File: config.mk
export PLATFORM = sky130hd
export DESIGN_NAME = mem_slot_arbiter
export DESIGN_NICKNAME = d
export VERILOG_FILES = /design/src/rtl/computer_pkg.sv /design/src/rtl/slot_timer.sv /design/src/rtl/mem_slot_arbiter.sv
export SDC_FILE = /design/constraint.sdc
export NUM_CORES = 1
export LEC_CHECK = 0
export ABC_AREA = 1
export ABC_CLOCK_PERIOD_IN_PS = 2900
export CAP_MARGIN = 20
export CELL_PAD_IN_SITES_DETAIL_PLACEMENT = 1
export CELL_PAD_IN_SITES_GLOBAL_PLACEMENT = 1
export CORE_ASPECT_RATIO = 2
export CORE_MARGIN = 4
export CORE_UTILIZATION = 31
export CTS_CLUSTER_DIAMETER = 200
export DETAILED_ROUTE_END_ITERATION = 6
export GPL_ROUTABILITY_DRIVEN = 0
export PLACE_DENSITY = 0.94
export SLEW_MARGIN = 25
export SYNTH_ARGS = -nofsm -noshare
export SYNTH_HDL_FRONTEND = slang
export SYNTH_SLANG_ARGS = --single-unit
File: constraint.sdc
create_clock -name CLOCK_50 -period 2.9 [get_ports CLOCK_50]
set_clock_uncertainty 0.05 [all_clocks]
set_input_delay 0.58 -clock CLOCK_50 [delete_from_list [all_inputs] [get_ports CLOCK_50]]
set_output_delay 0.58 -clock CLOCK_50 [all_outputs]
set_load 0.01 [all_outputs]
File: src/rtl/computer_pkg.sv
// computer_pkg: types and constants shared by the memory slot arbiter blocks.
//   slot_owner_e : which requester owns the current memory slot
//   arb_state_e  : per-slot memory transaction progress
//   DATA_W       : system memory data width
package computer_pkg;

  localparam int unsigned DATA_W = 8;

  typedef enum logic {
    SLOT_VID = 1'b0,
    SLOT_CPU = 1'b1
  } slot_owner_e;

  typedef enum logic [1:0] {
    IDLE,
    ISSUE,
    WAIT,
    DONE
  } arb_state_e;

  // Slots strictly alternate, so the next owner is always the other one.
  function automatic slot_owner_e other_owner(slot_owner_e owner);
    return (owner == SLOT_VID) ? SLOT_CPU : SLOT_VID;
  endfunction

endpackage

File: src/rtl/slot_timer.sv
// slot_timer: free-running slot counter for the time-division memory arbiter.
// Ports:
//   CLOCK_50   in  system clock
//   reset      in  synchronous active-high reset
//   cnt        out position within the current slot, 0..SLOT_CYCLES-1
//   owner      out owner of the current slot (VID, CPU, VID, ...)
//   slot_start out high in the last cycle of a slot; the next edge begins a new
//                  slot with cnt=0 and the other owner
module slot_timer
  import computer_pkg::*;
#(
  parameter int unsigned SLOT_CYCLES = 20,
  localparam int unsigned CNT_W = $clog2(SLOT_CYCLES)
) (
  input  logic             CLOCK_50,
  input  logic             reset,
  output logic [CNT_W-1:0] cnt,
  output slot_owner_e      owner,
  output logic             slot_start
);

  localparam logic [CNT_W-1:0] CntMax = CNT_W'(SLOT_CYCLES - 1);

  logic [CNT_W-1:0] cnt_q, cnt_d;
  slot_owner_e      owner_q, owner_d;

  assign slot_start = (cnt_q == CntMax);

  always_comb begin
    cnt_d   = cnt_q + CNT_W'(1);
    owner_d = owner_q;
    if (slot_start) begin
      cnt_d   = '0;
      owner_d = other_owner(owner_q);
    end
  end

  // Reset parks the timer at the end of a CPU slot so the first running edge
  // opens a video slot at cnt=0.
  always_ff @(posedge CLOCK_50) begin
    if (reset) begin
      cnt_q   <= CntMax;
      owner_q <= SLOT_CPU;
    end else begin
      cnt_q   <= cnt_d;
      owner_q <= owner_d;
    end
  end

  assign cnt   = cnt_q;
  assign owner = owner_q;

endmodule

File: src/rtl/mem_slot_arbiter.sv
// mem_slot_arbiter: fixed time-division arbiter sharing one synchronous 8-bit
// RAM between the CPU and the video scanner. Slots alternate VID, CPU, ...;
// an unused slot stays idle. A granted slot issues at cnt=0, lets the RAM
// output settle at cnt=1 and acks at cnt=2.
// Ports:
//   CLOCK_50, reset                    clock, synchronous active-high reset
//   cpu_req/we/addr/wdata, cpu_ack/rdata   CPU master (read or write)
//   vid_req/addr, vid_ack/rdata            video master (read only)
//   mem_en/we/addr/wdata, mem_rdata        RAM port (read data one cycle late)
//   vid_slot                               high while video owns the slot
module mem_slot_arbiter
  import computer_pkg::*;
#(
  parameter int unsigned ADDR_W      = 16,
  parameter int unsigned SLOT_CYCLES = 20
) (
  input  logic              CLOCK_50,
  input  logic              reset,
  input  logic              cpu_req,
  input  logic              cpu_we,
  input  logic [ADDR_W-1:0] cpu_addr,
  input  logic [DATA_W-1:0] cpu_wdata,
  output logic              cpu_ack,
  output logic [DATA_W-1:0] cpu_rdata,
  input  logic              vid_req,
  input  logic [ADDR_W-1:0] vid_addr,
  output logic              vid_ack,
  output logic [DATA_W-1:0] vid_rdata,
  output logic              mem_en,
  output logic              mem_we,
  output logic [ADDR_W-1:0] mem_addr,
  output logic [DATA_W-1:0] mem_wdata,
  input  logic [DATA_W-1:0] mem_rdata,
  output logic              vid_slot
);

  localparam int unsigned CNT_W = $clog2(SLOT_CYCLES);

  logic [CNT_W-1:0] cnt;
  slot_owner_e      owner;
  slot_owner_e      next_owner;
  logic             slot_start;
  logic             next_req;
  logic             grant;

  arb_state_e        state_q, state_d;
  slot_owner_e       txn_owner_q;
  logic              mem_we_q;
  logic [ADDR_W-1:0] mem_addr_q;
  logic [DATA_W-1:0] mem_wdata_q;
  logic [DATA_W-1:0] cpu_rdata_q;
  logic [DATA_W-1:0] vid_rdata_q;

  slot_timer #(
    .SLOT_CYCLES(SLOT_CYCLES)
  ) u_slot_timer (
    .CLOCK_50  (CLOCK_50),
    .reset     (reset),
    .cnt       (cnt),
    .owner     (owner),
    .slot_start(slot_start)
  );

  // Only the incoming owner's request is looked at; an idle slot is never lent.
  assign next_owner = other_owner(owner);
  assign next_req   = (next_owner == SLOT_VID) ? vid_req : cpu_req;
  assign grant      = slot_start && next_req;

  always_comb begin
    state_d = state_q;
    unique case (state_q)
      IDLE:    state_d = IDLE;
      ISSUE:   state_d = WAIT;
      WAIT:    state_d = DONE;
      DONE:    state_d = IDLE;
      default: state_d = IDLE;
    endcase
    if (grant) begin
      state_d = ISSUE;
    end
  end

  always_ff @(posedge CLOCK_50) begin
    if (reset) begin
      state_q     <= IDLE;
      txn_owner_q <= SLOT_CPU;
      mem_we_q    <= 1'b0;
      mem_addr_q  <= '0;
      mem_wdata_q <= '0;
      cpu_rdata_q <= '0;
      vid_rdata_q <= '0;
    end else begin
      state_q <= state_d;
      // Bus fields are latched once per granted slot and held afterwards.
      if (grant) begin
        txn_owner_q <= next_owner;
        if (next_owner == SLOT_VID) begin
          mem_we_q   <= 1'b0;
          mem_addr_q <= vid_addr;
        end else begin
          mem_we_q    <= cpu_we;
          mem_addr_q  <= cpu_addr;
          mem_wdata_q <= cpu_wdata;
        end
      end
      // RAM data is valid during WAIT; capture it for the DONE cycle.
      if (state_q == WAIT) begin
        if (txn_owner_q == SLOT_VID) begin
          vid_rdata_q <= mem_rdata;
        end else if (!mem_we_q) begin
          cpu_rdata_q <= mem_rdata;
        end
      end
    end
  end

  assign mem_en    = (state_q == ISSUE);
  assign mem_we    = mem_we_q;
  assign mem_addr  = mem_addr_q;
  assign mem_wdata = mem_wdata_q;
  assign cpu_ack   = (state_q == DONE) && (txn_owner_q == SLOT_CPU);
  assign vid_ack   = (state_q == DONE) && (txn_owner_q == SLOT_VID);
  assign cpu_rdata = cpu_rdata_q;
  assign vid_rdata = vid_rdata_q;
  assign vid_slot  = (owner == SLOT_VID);

  // An access is only ever launched in the first cycle of its slot.
  assert property (@(posedge CLOCK_50) disable iff (reset) (state_q == ISSUE) |-> (cnt == '0));

endmodule

# Yosys cells after proc, flatten, opt, wreduce, memory -nomap -nowiden
# Cells that the tools add are included.
[classes]
eq_ne = 4
bitwise = 3
mux = 7
n_reduce_logical = 10
add_sub_neg = 1
[op_table]
columns = ["operator", "count"]
rows = [
  ["2-to-1 mux 16 bit", 1],
  ["one-hot mux 2 bit (3 select lines)", 1],
  ["OR reduction 2 bit", 3],
  ["adder 5 x 1 -> 5 bit, second input constant", 1],
  ["equality test 5 bit, second input constant", 1],
  ["2-to-1 mux 5 bit", 1],
  ["equality test 2 bit, second input constant", 2],
  ["2-to-1 mux 1 bit", 4],
  ["AND reduction 2 bit", 2],
  ["logical AND 1 bit", 3],
  ["NOT 1 bit", 3],
  ["AND reduction 3 bit", 1],
  ["equality test 2 x 1 -> 1 bit, second input constant", 1],
  ["logical NOT 2 bit", 1],
]
[word_totals]
wordCells = 36
output_inout_bits = 45
input_bits = 53
regBits = 50

# Logic depth before layout (Yosys ltp)
# Gate-level depths: netlist of the first run.
[depth]
ltp_word = 4
depth_mapped = 8
mapped_depth_nobuf = 7

# Cells and area by module
# A second synthesis of the first run with hierarchy kept.
[hier_totals]
hier_cells = 313
area_unflattened_um2 = 2207.1
[by_module_without_submodules]
columns = ["mod", "area_each_um2", "seq_area_each_um2", "instances", "cells_each"]
rows = [
  ["mem_slot_arbiter", 1931.9, 880.8, 1, 274],
  ["slot_timer", 275.3, 120.1, 1, 39],
]

# Least setup slack after synthesis of the first run
# No wires, ideal clock.
[synth_timing]
kind = "reg2out"
startpoint = "register u_slot_timer.owner_q, in the netlist u_slot_timer.owner"
endpoint = "output port vid_slot"
path_buffers = 2
required_ns = 2.270
arrival_ns = 0.711
path_stages_with_launch = 4
path_slack_ns = 1.559
cell_sequence = "dfxtp_1 buf_6 buf_2 inv_1"
[synth_via]
elab_chain_cells = 1
[synth_lines]
columns = ["item", "line", "text"]
rows = [
  ["start: declaration", "slot_timer.sv:25", "slot_owner_e owner_q, owner_d;"],
  ["start signal: assignment", "slot_timer.sv:46", "owner_q <= owner_d;"],
  ["NOT 1 bit (no source line)", "-", ""],
  ["end: declaration", "mem_slot_arbiter.sv:34", "output logic vid_slot"],
]
# Every way passes these cells.

# Final worst setup path of the first run
[layout_timing]
startpoint = "register state_q[1]"
endpoint = "output port cpu_ack"
[layout_via]
elab_chain_cells = 2
[layout_lines]
columns = ["item", "line", "text"]
rows = [
  ["start: declaration", "mem_slot_arbiter.sv:46", "arb_state_e state_q, state_d;"],
  ["start signal: assignment", "mem_slot_arbiter.sv:93", "state_q <= state_d;"],
  ["equality test 2 bit", "mem_slot_arbiter.sv:121", "assign cpu_ack = (state_q == DONE) && (txn_owner_q == SLOT_CPU);"],
  ["logical AND 1 bit", "mem_slot_arbiter.sv:121", ""],
  ["end: declaration", "mem_slot_arbiter.sv:23", "output logic cpu_ack,"],
]
# Every way passes these cells.

==> impl_metrics.py, run 1 <==
metrics = {
    "synthesis": {
        "synth_nets": 434,
        "synth_edf_count": 0,
        "seq_area_frac_synth": 0.405,
        "synth_top_family_by_area": "simple AND/OR/NAND/NOR gates",
        "ys.flop_type": "dfxtp_1",
        "synthCells": 376,
        "synthAdderAreaFrac": 0.0253,
        "yosysWarnings": 0,
        "ys_async_sr_fraction": 0,
        "ys_ff_latch": 50,
        "synth_area_per_cell_sq_um": 6.57,
        "synth_xor_area_frac": 0.00355,
        "synth_area_sq_um": 2470,
        "synthSimpleGateAreaFrac": 0.322,
        "synth-compound-area-share": 0.0775,
        "synthMuxAreaShare": 0,
        "synth_cell_type_count": 21,
    },
    "global_routing": {
        "track_usage": 0.160,
        "grt_pass1_vias": 2645,
        "antenna_found_initial": 0,
        "grt_overflow": 0,
        "grt_pass1_wl_um": 12400,
        "grt_max_degree": 34,
    },
    "detailed_routing": {
        "via_per_inst": 4.54,
        "drc": 0,
        "drtAntennaViolNets": 0,
        "drtPass1Iterations": 4,
        "via_count": 2566,
        "first_iter_violations": 106,
        "wl_um": 7510,
        "wl_per_cell_um": 13.3,
    },
    "timing": {
        "hold_viol_final": 0,
        "max_slew.worst_pin.slew_ns": 0.682,
        "grt_setup_unrepaired": "false",
        "fmax_ghz": 0.455,
        "setup_violations": 0,
        "drv_slew": 0,
        "post-route-period-util": 0.758,
        "slew_headroom": 0.544,
        "setup_slack_ns": 0.703,
        "min_period_ns": 2.20,
        "setup_tns_ns": 0,
    },
    "power_and_ir_drop": {
        "p_leak_nw": 1.73,
        "seq_power_share": 0.352,
        "swShare": 0.346,
        "intPower_w": 0.00168,
        "ir_worst_vdd_uv": 407,
        "clkPwrFrac": 0.255,
        "net-switching-power_w": 0.000891,
        "comb_power_share": 0.393,
        "power.density_nw_per_um2": 706,
    },
    "die": {
        "core_area_sq_um": 7660,
        "start_util": 0.322,
        "die-area_sq_um": 9540,
        "fp.dieH_um": 134,
        "rows": 45,
        "boundaryPins": 98,
        "die_w_um": 71.1,
    },
    "clock_network": {
        "cts-buffers-inserted": 5,
        "post_cts_resized": 0,
        "cts_sinks": 50,
        "clk_latency_ns": 0.28,
        "cts_tree": "done",
        "cts_max_path_buffers": 2,
        "clk_pin_slew_ns": 0.07,
        "hold_buffers": 0,
        "cts_setup_buffers": 0,
        "cts_root_buffer": "clkbuf_16",
        "h-tree-depth": 2,
    },
    "critical_path": {
        "r2r-end": "mem_addr[12]$_SDFFE_PP0P_",
        "end_kind": "primary output",
        "cp-start-kind": "flop",
        "worstSetupPathType": "reg2out",
        "cp.arrival_ns": 1.57,
        "cp_data_required_time_ns": 2.27,
        "crit_fanout": 4,
        "r2r_start": "u_slot_timer.cnt[0]$_SDFF_PP1_",
        "worstRegToRegCells": 7,
        "r2r_slack_ns": 1.00,
    },
    "final_layout": {
        "antenna_cells": 0,
        "syn_to_final_growth_pct": 47.5,
        "drive_gt1_frac": 0.0446,
        "final_nets": 528,
        "num-fill-cells": 1004,
        "final_cell_area_sq_um": 3640,
    },
    "placed_design": {
        "placed_cell_area_sq_um": 3470,
        "dpl.hpwl_um": 6020,
        "io_buffers": 97,
        "post-place-ws_ns": 0.755,
    },
    "worst_hold_path": {
        "hold_depth": 2,
        "hp-class": "reg2reg",
        "min_from": "cpu_rdata[1]$_SDFFE_PP0P_",
        "hold-path-endpoint": "cpu_rdata[1]$_SDFFE_PP0P_",
    },
    "status": {
        "outcome": "finished clean",
    },
    "job": {
        "maxCapViolCount": 0,
    },
}
==> cell families after synthesis <==
group	after synthesis
adders and majority gates	5
and+or+nand+nor	194
buffers and inverters	90
AOI/OAI and AO/OA	36
xor gates and xnor gates	1
DFF	50
==> layout make-up <==
type                       count  area, sq um  area share
multi-input combinational    236         1060       0.291
timing repair buffer         104         1020       0.281
sequential                    50         1000       0.275
inverter                      73          274      0.0753
clock buffer                   6          129      0.0354
tap                           94          118      0.0323
clock inverter                 2         37.5      0.0103
==> cells in the mapped netlist, types with 3 or more instances <==
library cell	count	area (sq um)
nor2_1	94	353
inv_1	72	270
nand2_1	64	240
dfxtp_1	50	1000
nand3_1	30	150
a21oi_1	18	90.1
o21ai_0	17	85.1
buf_6	8	90.1
ha_1	5	62.6
buf_1	3	11.3
buf_2	3	15.0
==> critical path, cell delays in order, from the launching register on <==
cell and delay, ns:
dfxtp_1 0.40, ha_1 0.20, nand2_1 0.07, inv_1 0.08
clkdlybuf4s50_1 0.54
==> flip-flops by register name (all words and copies together) (netlist names) <==
register / flops
mem_addr: 16
cpu_rdata: 8
mem_wdata: 8
vid_rdata: 8
u_slot_timer.cnt: 5
state_q: 2
mem_we: 1
txn_owner_q: 1
u_slot_timer.owner: 1
==> worst max path at each step <==
stage | start | end | slack (ns) | depth (start not counted)
after floorplan | u_slot_timer.owner$_SDFFE_PP1N_ | vid_slot | 1.56 | 3
after global placement | cpu_req | txn_owner_q$_SDFFE_PP1P_ | 0.84 | 7
after detailed placement | cpu_req | mem_we$_SDFFE_PP0P_ | 0.76 | 7
after CTS | state_q[1]$_SDFF_PP0_ | cpu_ack | 0.68 | 4
after global routing | state_q[1]$_SDFF_PP0_ | cpu_ack | 0.61 | 4
final | state_q[1]$_SDFF_PP0_ | cpu_ack | 0.70 | 4
==> per-layer routing <==
| layer | global-route usage | vias to the layer above | share of wire |
|---|---|---|---|
| met2 | 0.320 | 58 | 0.57 |
| met1 | 0.158 | 1194 | 0.37 |
| met3 | 0.0218 | 10 | 0.038 |
| met4 | 0.0659 | 0 | 0.024 |
| li1 | - | 1304 | - |
| met5 | 0 | - | 0 |
==> per-stage QoR <==
| stage | cells | power [W] | hold WS, ns | util |
|---|---|---|---|---|
| 2_1_floorplan | 376 | 0.00157 | 0.402 | - |
| 3_3_place_gp | 557 | 0.00189 | 0.413 | 0.454 |
| 3_5_place_dp | 557 | 0.00195 | 0.423 | 0.454 |
| 4_1_cts | 565 | 0.00261 | 0.439 | 0.475 |
| 5_1_grt | 565 | 0.00276 | 0.462 | 0.475 |
| 6_report | 565 | 0.00257 | 0.435 | 0.475 |
==> cell usage in the layout, fill, tap and decap left out, drive strengths merged <==
| cell | count |
|---|---|
| nor2 | 96 |
| dfxtp | 50 |
| nand4 | 1 |
| o21ai | 18 |
| ha | 5 |
| a21oi | 18 |
| clkdlybuf4s50 | 97 |
| nand3 | 30 |
| buf | 7 |
| or2 | 1 |
| bufinv | 1 |
| clkinvlp | 1 |
| xor2 | 1 |
| nand2 | 66 |
| clkbuf | 6 |
| inv | 73 |
==> power by group through the flow <==
stage	Clock, W	Combinational [W]	Sequential [W]
floorplan	0	0.000628	0.000941
global placement	0	0.000977	0.000914
detailed placement	0	0.00103	0.000921
CTS	0.000676	0.00103	0.000907
global route	0.000704	0.00113	0.000923
finish	0.000656	0.00101	0.000904
Note: power is estimated with default switching activity, not from simulation.
==> run 2, diff against run 1 <==
Settings changed: ABC_CLOCK_PERIOD_IN_PS 2900 to 2100, CORE_UTILIZATION 31 to 29, PLACE_DENSITY 0.94 to 0.89.
Clock period 2.9 ns to 2.1 ns, I/O delays scaled along.
==> run 2 against run 1 <==
Effect of this change:
- die area grew 6.3%
- combinational power up 40%
- critical path depth unchanged
- sequential power increased by 37%
- wire length decreased by 2.6%
- final cell count grew 0.71%
- total power up 35%
- sequential share of layout area hardly changed
- worst setup slack worse by 0.59 ns
==> impl_metrics.py, run 2 (synthesis gave the netlist of run 1 again) <==
metrics = {
    "status": {
        "outcome": "finished clean",
    },
    "power_and_ir_drop": {
        "p_leak_nw": 1.75,
        "ir_worst_vdd_uv": 480,
        "power.density_nw_per_um2": 950,
    },
    "critical_path": {
        "worstSetupPathType": "reg2out",
        "max_stage_delay_ns": 0.53,
        "cp_data_required_time_ns": 1.63,
        "cp.arrival_ns": 1.52,
        "cp-start-kind": "flop",
        "slowest_stage": "clkdlybuf4s50_1",
        "end_kind": "primary output",
        "cp_top_family": "buffers and inverters",
        "critPathBufInv": 2,
        "crit_fanout": 4,
        "path_cells": "ha_1 > nand2_1 > inv_1 > clkdlybuf4s50_1",
    },
    "detailed_routing": {
        "maxUsedRoutingLayer": "met4",
        "wl_per_cell_um": 12.9,
        "routedLengthMet1_um": 2620,
        "drtAntennaViolNets": 0,
        "via_per_inst": 4.42,
        "via_count": 2517,
        "first_iter_violations": 65,
        "drtPass1Iterations": 4,
        "wl_um": 7320,
        "wl_met2_um": 4350,
        "drc": 0,
        "wl_met3_um": 268,
    },
    "timing": {
        "drv_slew": 0,
        "setup_slack_ns": 0.110,
        "fmax_ghz": 0.503,
        "setup_violations": 0,
        "max_slew.worst_pin.slew_ns": 0.430,
        "slew_headroom": 0.712,
        "min_period_ns": 1.99,
        "grt_setup_unrepaired": "false",
        "hold_viol_final": 0,
        "setup_tns_ns": 0,
        "post-route-period-util": 0.947,
    },
    "final_layout": {
        "final_cell_area_sq_um": 3640,
        "largest_reg_flops": 16,
        "final_nets": 528,
        "final_cell_mix": "clkdlybuf4s50_1 (96), nor2_1 (94), inv_1 (72)",
        "drive_gt1_frac": 0.0446,
        "syn_to_final_growth_pct": 47.5,
        "num-fill-cells": 1070,
        "finalCoreUtilization": 0.439,
        "antenna_cells": 0,
        "final_common_cell": "clkdlybuf4s50_1",
    },
    "global_routing": {
        "grt_pass1_vias": 2673,
        "track_usage": 0.148,
        "grt_pass1_wl_um": 12100,
        "grt_max_degree": 37,
        "grt_overflow": 0,
        "antenna_found_initial": 0,
    },
    "clock_network": {
        "cts_sinks": 50,
        "hold_buffers": 0,
        "cts-buffers-inserted": 5,
        "clk_pin_slew_ns": 0.06,
        "cts_root_buffer": "clkbuf_16",
        "clk_latency_ns": 0.28,
        "h-tree-depth": 2,
        "cts_tree": "done",
        "cts_max_path_buffers": 2,
    },
    "die": {
        "fp.dieH_um": 138,
        "die-area_sq_um": 10100,
        "rows": 47,
        "core_area_sq_um": 8290,
        "boundaryPins": 98,
        "die_w_um": 73.2,
        "start_util": 0.298,
    },
    "placed_design": {
        "post-place-ws_ns": 0.269,
        "io_buffers": 97,
        "dpl.hpwl_um": 5860,
        "placed_cell_area_sq_um": 3490,
    },
    "worst_hold_path": {
        "hp-class": "reg2reg",
    },
    "job": {
        "maxCapViolCount": 0,
    },
}
run 2: cell types whose count changed in the layout (fill, tap and decap cells not counted), sizes merged:
cell / delta
bufinv: -1
clkdlybuf4s50: -1
clkinv: +1
clkbuf: +1
clkinvlp: -1
dlymetal6s2s: +1
run 2: worst paths after layout:
kind	start	to	slack, ns	cells after the start
min reg2reg	cpu_rdata[4]$_SDFFE_PP0P_	cpu_rdata[4]$_SDFFE_PP0P_	0.43	2
max reg2reg	u_slot_timer.cnt[0]$_SDFF_PP1_	mem_addr[5]$_SDFFE_PP0P_	0.42	7
max	state_q[1]$_SDFF_PP0_	cpu_ack	0.11	4
min	cpu_rdata[4]$_SDFFE_PP0P_	cpu_rdata[4]$_SDFFE_PP0P_	0.43	2
run 2: per-stage QoR:
step / total power [W] / hold slack (ns) / std cells
floorplan: 0.00217 / 0.402 / 376
global placement: 0.00262 / 0.411 / 561
detailed placement: 0.00270 / 0.417 / 561
CTS: 0.00353 / 0.438 / 569
global route: 0.00373 / 0.455 / 569
finish: 0.00346 / 0.434 / 569
run 2: cell type report:
cell class / instances / area [sq um] / share of cell area
Multi-Input combinational cell: 236 / 1060 / 0.291
Timing Repair Buffer: 104 / 1040 / 0.285
Sequential cell: 50 / 1000 / 0.275
Inverter: 73 / 274 / 0.0752
Clock buffer: 7 / 143 / 0.0392
Tap cell: 98 / 123 / 0.0337
Clock inverter: 1 / 5.00 / 0.00137
run 2: repair_timing:
action | CTS | global route
buffers inserted | 0 | 0
resized for setup | 0 | 1
endpoints found under the setup margin | 0 | 1
run 2: power by group:
| group | leakage (nW) | internal (W) | switching [W] | total (W) |
|---|---|---|---|---|
| clock | 0.0739 | 0.000473 | 0.000337 | 0.000810 |
| combinational | 1.27 | 0.000643 | 0.000769 | 0.00141 |
| sequential | 0.407 | 0.00113 | 0.000111 | 0.00124 |
| total | 1.75 | 0.00224 | 0.00122 | 0.00346 |
run 2: tightest hold or removal path, delay by kind of cell, from the launching register on:
kind | cells | cell delay (ns)
flops | 1 | 0.32
simple gates | 2 | 0.13
run 2: per-layer routing:
layer  up-vias  GRT usage
li1       1302          -
met1      1160      0.144
met2        49      0.301
met3         6     0.0211
met4         0     0.0379
met5         -          0
==> run 3, diff against run 2 <==
Settings changed: SKIP_LAST_GASP set to 1.
==> results of run 3 <==
Final layout, timing and power as in run 2 (identical DEF).
